### config.mk
export PLATFORM = sky130hd
export DESIGN_NAME = fpu_mc
export DESIGN_NICKNAME = d
export VERILOG_FILES = /design/src/rtl/fpu_pkg.sv /design/src/rtl/fpu_iter_div.sv /design/src/rtl/fpu_mc.sv
export SDC_FILE = /design/constraint.sdc
export NUM_CORES = 2
export LEC_CHECK = 0
export CORE_MARGIN = 2
export CORE_UTILIZATION = 30
export CTS_CLUSTER_SIZE = 12
export DETAILED_ROUTE_END_ITERATION = 7
export SYNTH_ARGS = -nofsm -noshare
export SYNTH_HDL_FRONTEND = slang
export SYNTH_SLANG_ARGS = --single-unit
### constraint.sdc
create_clock -name clk -period 4.9 [get_ports clk]
set_input_delay 1.47 -clock clk [delete_from_list [all_inputs] [get_ports clk]]
set_output_delay 1.47 -clock clk [all_outputs]
set_load 0.02 [all_outputs]
### src/rtl/fpu_pkg.sv
// Shared opcode, flag-index and state definitions for the multi-cycle arithmetic unit.
package fpu_pkg;

  localparam int OP_ADD = 0;
  localparam int OP_SUB = 1;
  localparam int OP_MUL = 2;
  localparam int OP_DIV = 3;
  localparam int OP_REM = 4;

  localparam int FLG_CARRY = 0;
  localparam int FLG_OVF   = 1;
  localparam int FLG_DZ    = 2;
  localparam int FLG_ILL   = 3;

  typedef enum logic [1:0] {
    ST_IDLE,
    ST_MUL,
    ST_DIV,
    ST_DONE
  } fpu_state_e;

endpackage

### src/rtl/fpu_iter_div.sv
// Restoring divider: one quotient bit per cycle over WIDTH cycles after start.
// done, quotient and remainder are valid together in the cycle of the final iteration.
module fpu_iter_div #(
  parameter int WIDTH = 64
) (
  input  logic             clk,
  input  logic             reset,
  input  logic             start,
  input  logic [WIDTH-1:0] dividend,
  input  logic [WIDTH-1:0] divisor,
  output logic [WIDTH-1:0] quotient,
  output logic [WIDTH-1:0] remainder,
  output logic             done
);

  localparam int CNT_W = $clog2(WIDTH);

  logic [WIDTH-1:0] rem_q, quo_q, dvs_q;
  logic [CNT_W-1:0] cnt_q;
  logic             busy_q;

  logic [WIDTH:0]   shifted_d, diff_d;
  logic             fits_d;
  logic [WIDTH-1:0] rem_d, quo_d;
  logic             last_d;

  // Partial remainder stays below the divisor, so after the trial subtract it fits WIDTH bits.
  always_comb begin
    shifted_d = {rem_q, quo_q[WIDTH-1]};
    diff_d    = shifted_d - {1'b0, dvs_q};
    fits_d    = !diff_d[WIDTH];
    rem_d     = fits_d ? diff_d[WIDTH-1:0] : shifted_d[WIDTH-1:0];
    quo_d     = {quo_q[WIDTH-2:0], fits_d};
    last_d    = (cnt_q == CNT_W'(WIDTH - 1));
  end

  assign quotient  = quo_d;
  assign remainder = rem_d;
  assign done      = busy_q && last_d;

  always_ff @(posedge clk) begin
    if (reset) begin
      rem_q  <= '0;
      quo_q  <= '0;
      dvs_q  <= '0;
      cnt_q  <= '0;
      busy_q <= 1'b0;
    end else if (start) begin
      rem_q  <= '0;
      quo_q  <= dividend;
      dvs_q  <= divisor;
      cnt_q  <= '0;
      busy_q <= 1'b1;
    end else if (busy_q) begin
      rem_q <= rem_d;
      quo_q <= quo_d;
      cnt_q <= cnt_q + 1'b1;
      if (last_d) busy_q <= 1'b0;
    end
  end

endmodule

### src/rtl/fpu_mc.sv
// Multi-cycle handshaked integer unit: add/sub in one cycle, shift-add multiply and
// restoring divide/remainder over WIDTH iterations; one operation in flight at a time.
module fpu_mc
  import fpu_pkg::*;
#(
  parameter int WIDTH = 64,
  parameter int OP_W  = 4
) (
  input  logic             clk,
  input  logic             reset,
  input  logic             in_valid,
  output logic             in_ready,
  input  logic [WIDTH-1:0] operand1,
  input  logic [WIDTH-1:0] operand2,
  input  logic [OP_W-1:0]  fpu_op,
  output logic             out_valid,
  input  logic             out_ready,
  output logic [WIDTH-1:0] result,
  output logic [3:0]       flags
);

  localparam int CNT_W = $clog2(WIDTH);

  fpu_state_e         state_q;
  logic               in_ready_q, out_valid_q, is_rem_q;
  logic [WIDTH-1:0]   result_q, mcand_q;
  logic [3:0]         flags_q;
  logic [2*WIDTH-1:0] acc_q;
  logic [CNT_W-1:0]   cnt_q;

  logic               accept, is_div_op, div_start, div_done;
  logic [WIDTH:0]     add_d, mul_sum_d;
  logic [2*WIDTH-1:0] acc_d;
  logic [WIDTH-1:0]   div_quo, div_rem;

  // in_ready_q is only ever high in IDLE, so it doubles as the state qualifier.
  assign accept    = in_valid && in_ready_q;
  assign is_div_op = (fpu_op == OP_W'(OP_DIV)) || (fpu_op == OP_W'(OP_REM));
  assign div_start = accept && is_div_op && (|operand2);

  // Multiplier lives in the low half of acc_q and shifts out as the product shifts in.
  always_comb begin
    add_d     = {1'b0, operand1} + {1'b0, operand2};
    mul_sum_d = {1'b0, acc_q[2*WIDTH-1:WIDTH]} + (acc_q[0] ? {1'b0, mcand_q} : '0);
    acc_d     = {mul_sum_d, acc_q[WIDTH-1:1]};
  end

  fpu_iter_div #(.WIDTH(WIDTH)) u_div (
    .clk       (clk),
    .reset     (reset),
    .start     (div_start),
    .dividend  (operand1),
    .divisor   (operand2),
    .quotient  (div_quo),
    .remainder (div_rem),
    .done      (div_done)
  );

  always_ff @(posedge clk) begin
    if (reset) begin
      state_q     <= ST_IDLE;
      in_ready_q  <= 1'b1;
      out_valid_q <= 1'b0;
      result_q    <= '0;
      flags_q     <= '0;
      is_rem_q    <= 1'b0;
      mcand_q     <= '0;
      acc_q       <= '0;
      cnt_q       <= '0;
    end else begin
      case (state_q)
        ST_IDLE: begin
          if (accept) begin
            in_ready_q <= 1'b0;
            result_q   <= '0;
            flags_q    <= '0;
            case (fpu_op)
              OP_W'(OP_ADD): begin
                result_q           <= add_d[WIDTH-1:0];
                flags_q[FLG_CARRY] <= add_d[WIDTH];
                out_valid_q        <= 1'b1;
                state_q            <= ST_DONE;
              end
              OP_W'(OP_SUB): begin
                result_q           <= operand1 - operand2;
                flags_q[FLG_CARRY] <= (operand1 < operand2);
                out_valid_q        <= 1'b1;
                state_q            <= ST_DONE;
              end
              OP_W'(OP_MUL): begin
                mcand_q <= operand1;
                acc_q   <= {{WIDTH{1'b0}}, operand2};
                cnt_q   <= '0;
                state_q <= ST_MUL;
              end
              OP_W'(OP_DIV), OP_W'(OP_REM): begin
                is_rem_q <= (fpu_op == OP_W'(OP_REM));
                if (operand2 == '0) begin
                  result_q        <= (fpu_op == OP_W'(OP_REM)) ? operand1 : '1;
                  flags_q[FLG_DZ] <= 1'b1;
                  out_valid_q     <= 1'b1;
                  state_q         <= ST_DONE;
                end else begin
                  state_q <= ST_DIV;
                end
              end
              default: begin
                flags_q[FLG_ILL] <= 1'b1;
                out_valid_q      <= 1'b1;
                state_q          <= ST_DONE;
              end
            endcase
          end
        end
        ST_MUL: begin
          acc_q <= acc_d;
          cnt_q <= cnt_q + 1'b1;
          if (cnt_q == CNT_W'(WIDTH - 1)) begin
            result_q         <= acc_d[WIDTH-1:0];
            flags_q[FLG_OVF] <= |acc_d[2*WIDTH-1:WIDTH];
            out_valid_q      <= 1'b1;
            state_q          <= ST_DONE;
          end
        end
        ST_DIV: begin
          if (div_done) begin
            result_q    <= is_rem_q ? div_rem : div_quo;
            out_valid_q <= 1'b1;
            state_q     <= ST_DONE;
          end
        end
        ST_DONE: begin
          if (out_ready) begin
            out_valid_q <= 1'b0;
            in_ready_q  <= 1'b1;
            state_q     <= ST_IDLE;
          end
        end
        default: begin
          state_q     <= ST_IDLE;
          in_ready_q  <= 1'b1;
          out_valid_q <= 1'b0;
        end
      endcase
    end
  end

  assign in_ready  = in_ready_q;
  assign out_valid = out_valid_q;
  assign result    = result_q;
  assign flags     = flags_q;

endmodule
==> impl_metrics.toml <==
[final_layout]
stdcell_area_mm2 = 0.04976
nNetsFinal = 6322
final_common_cell = "buf_4"
nFillCells = 12836
drive_gt1_share_pct = 19.11
final_cell_mix = "buf_4, a21oi_1, nand2_1, nor2_1, dfxtp_1"
multi_input_area_mm2 = 0.02642
seqCellArea_mm2 = 0.009418
area.growth.synth_to_final_pct = 33.49
final_core_util_pct = 40.30

[place]
pre_cts_slack_ns = -1.625
numPortBuffers = 205
dpl.hpwl_mm = 154.7
gp_congestion = 1.026
placed_area_mm2 = 0.04695

[routing]
wl_mm = 195.1
drt-pass1-iter-count = 8
vias_per_cell = 5.833
drt_iter0_markers = 5402
vias = 44353
drtAntennaViolNets = 0
post_drt_wl_per_cell_um = 25.66
drc_errors = 0

[synth]
async_flop_share_pct = 0
avgSynthCellArea_um2 = 7.240
syn_area_mm2 = 0.03728
synthFlopType = "dfxtp_1"
synth_seq_area_share_pct = 25.24
yosysWarnings = 0
synth_nets = 5551
synthSimpleGateAreaFrac_pct = 21.11
synth_top_cell_area_share_pct = 25.24
synthTopCellsByArea = "dfxtp_1, ha_1, a21oi_1"
synth.mux.area_fraction_pct = 3.390
yosysTopAreaCell = "dfxtp_1"
synth-edff-count = 0
synth_adder_area_share_pct = 9.009
ys_types = 86
synth-compound-area-share_pct = 31.21
postSynthCellCount = 5149
ys_ff_latch = 470
yosys.area_share.xor_xnor_pct = 3.900
synth_top_family_by_area = "compound AO/OA/AOI/OAI gates"

[die]
core_mm2 = 0.1235
die_h_um = 356.5
die_x_um = 356.5
die-area_mm2 = 0.1271
num_rows = 129
start_util_pct = 30.19
io_pins = 206

[power]
ir_drop_uv = 348.9
p_leak_nw = 20.37
p_per_area_mw_per_mm2 = 342.6

[critical_path]
crit_chain = "clkdlybuf4s50_1 > inv_1 > ha_1 > a21o_1 > a21oi_1 > o21bai_1 > nor3_1 > o41ai_1 > a221oi_1 > o21ai_0 > buf_4 > a2111oi_4 > o41ai_2 > a221o_1 > a21boi_1 > o32ai_1"
crit_buf_inv = 3
setup.worst_path.class = "input port to flop"
crit_slowest_cell = "o41ai_1"
end_kind = "flop"
critPathArrivalTime_ns = 5.41
critical_path.top_delay_family = "compound AO/OA/AOI/OAI gates"
slowest_delay_ns = 0.77
cp.required_ns = 5.51
cp-start-kind = "input port"
cp_max_fo = 6

[sta]
rsz0062_at_grt = "true"
timing.fmax_mhz = 208.1
final.setup.tns_ns = 0
setup_viol = 0
drv_slew = 0
skew_ns = 0.03855
relSlewSlack_pct = 29.01
hold_ws_ns = 0.4466
tightest_slew_ns = 1.065
setup_slack_ns = 0.09395
timing.final.crit_share_pct = 98.08
finalHoldViolCount = 0
period_needed_ns = 4.806

[global_routing]
antenna_found_initial = 18
track_usage_pct = 29.44
grt_max_degree = 79
grt_pass1_wl_mm = 278.7
grt.overflow.total = 0
grt_pass1_vias = 41079

[cts]
cts_max_path_buffers = 3
clkTransAtPathRegs_ns = 0.07
numCtsBuffers = 57
cts.htree.levels = 2
clk_latency_ns = 0.70
cts-hold-fix-buffers = 0
cts_root_buffer = "clkbuf_16"
cts_tree = "done"
cts_sinks = 470

[flow_run]
cap_violations = 0

[worst_hold_path]
min_path_type = "flop to flop"

[outcome]
status = "finished clean"
routing by layer:
metal | global-route usage, % | up-vias | wire length [um]
li1 | - | 20245 | -
met1 | 40.71 | 21380 | 83850
met2 | 43.59 | 2331 | 81020
met4 | 13.50 | 4 | 10310
met3 | 6.092 | 393 | 19890
met5 | 0 | - | 28
Yosys cell counts, types with 41 or more instances:
master	instances
clkbuf_1	330
xor2_1	42
dfxtp_1	470
nor4_1	46
xnor2_1	124
and2_1	91
ha_1	262
inv_1	245
a211oi_1	225
nor3_1	85
a31oi_1	42
a21oi_1	569
nand4_1	78
o21bai_1	68
a21o_1	89
a22oi_1	47
o211ai_1	48
mux2i_1	124
or3_1	93
o21ai_0	371
nand3_1	83
nand2_1	550
o31ai_1	41
nor2_1	512
cell type report:
type / count / area share (%)
antenna: 6 / 0.03017
inverter: 247 / 1.863
tap: 1637 / 4.116
sequential: 470 / 18.92
clock inverter: 20 / 0.5079
multi-input combinational: 4073 / 53.09
clock buffer: 80 / 3.223
timing repair buffer: 1071 / 18.24
sequential cells by signal, summed over array words and instances, names as in the netlist:
register	flops
out_valid	1
acc_q	128
flags	4
u_div.dvs_q	64
u_div.rem_q	64
u_div.quo_q	64
u_div.cnt_q	6
is_rem_q	1
result	64
state_q	2
mcand_q	64
in_ready	1
u_div.busy_q	1
cnt_q	6
power breakdown:
part	total [W]	switching, W	internal, W
clock network	0.00437	0.00193	0.00245
registers	0.00466	0.000462	0.00419
logic	0.00802	0.00492	0.00310
worst reg2reg max path, cell delays in order (launching register included):
cell and delay [ns]:
dfxtp_2 0.36, buf_12 0.22, nand2_1 0.26, inv_1 0.11, ha_1 0.25, a211oi_2 0.34
o21ai_1 0.19, a21oi_1 0.19, xnor2_1 0.12, or4_4 0.56, or4_4 0.43, or4b_4 0.61
nor4_4 0.15, nand4_1 0.21, nor4b_2 0.26, nor4b_4 0.30, nor3_1 0.07
per-stage QoR:
step | std cells | power, W
final | 7604 | 0.01705
after global placement | 7482 | 0.01237
after CTS | 7590 | 0.01679
after floorplan | 5149 | 0.008704
after global routing | 7599 | 0.01768
after detailed placement | 7482 | 0.01236
what timing repair did:
item / 4_1_cts / 5_1_grt
pin swaps: 18 / 35
resized for setup: 56 / 147
buffers inserted: 8 / 8
endpoints found under the setup margin: 43 / 35
cells by family (layout without fill, tap and decap cells):
group                      count (synthesis)  in the layout
AOI/OAI and AO/OA                       1816           1816
muxes                                    126            126
buffers and inverters                    606           1418
other                                      0              6
DFF                                      470            470
adders and majority gates                266            266
xor gates and xnor gates                 166            166
and+or+nand+nor                         1699           1699
final timing paths:
kind	start	to	slack [ns]	cells after the start
max	operand2[40]	result[63]$_SDFFE_PP0P_	0.09	16
min	mcand_q[43]$_SDFFE_PP0P_	mcand_q[43]$_SDFFE_PP0P_	0.45	2
max reg2reg	acc_q[0]$_SDFFE_PP0P_	flags[1]$_SDFFE_PP0P_	0.15	16
min reg2reg	mcand_q[43]$_SDFFE_PP0P_	mcand_q[43]$_SDFFE_PP0P_	0.45	2
(Power assumes the default switching activity.)
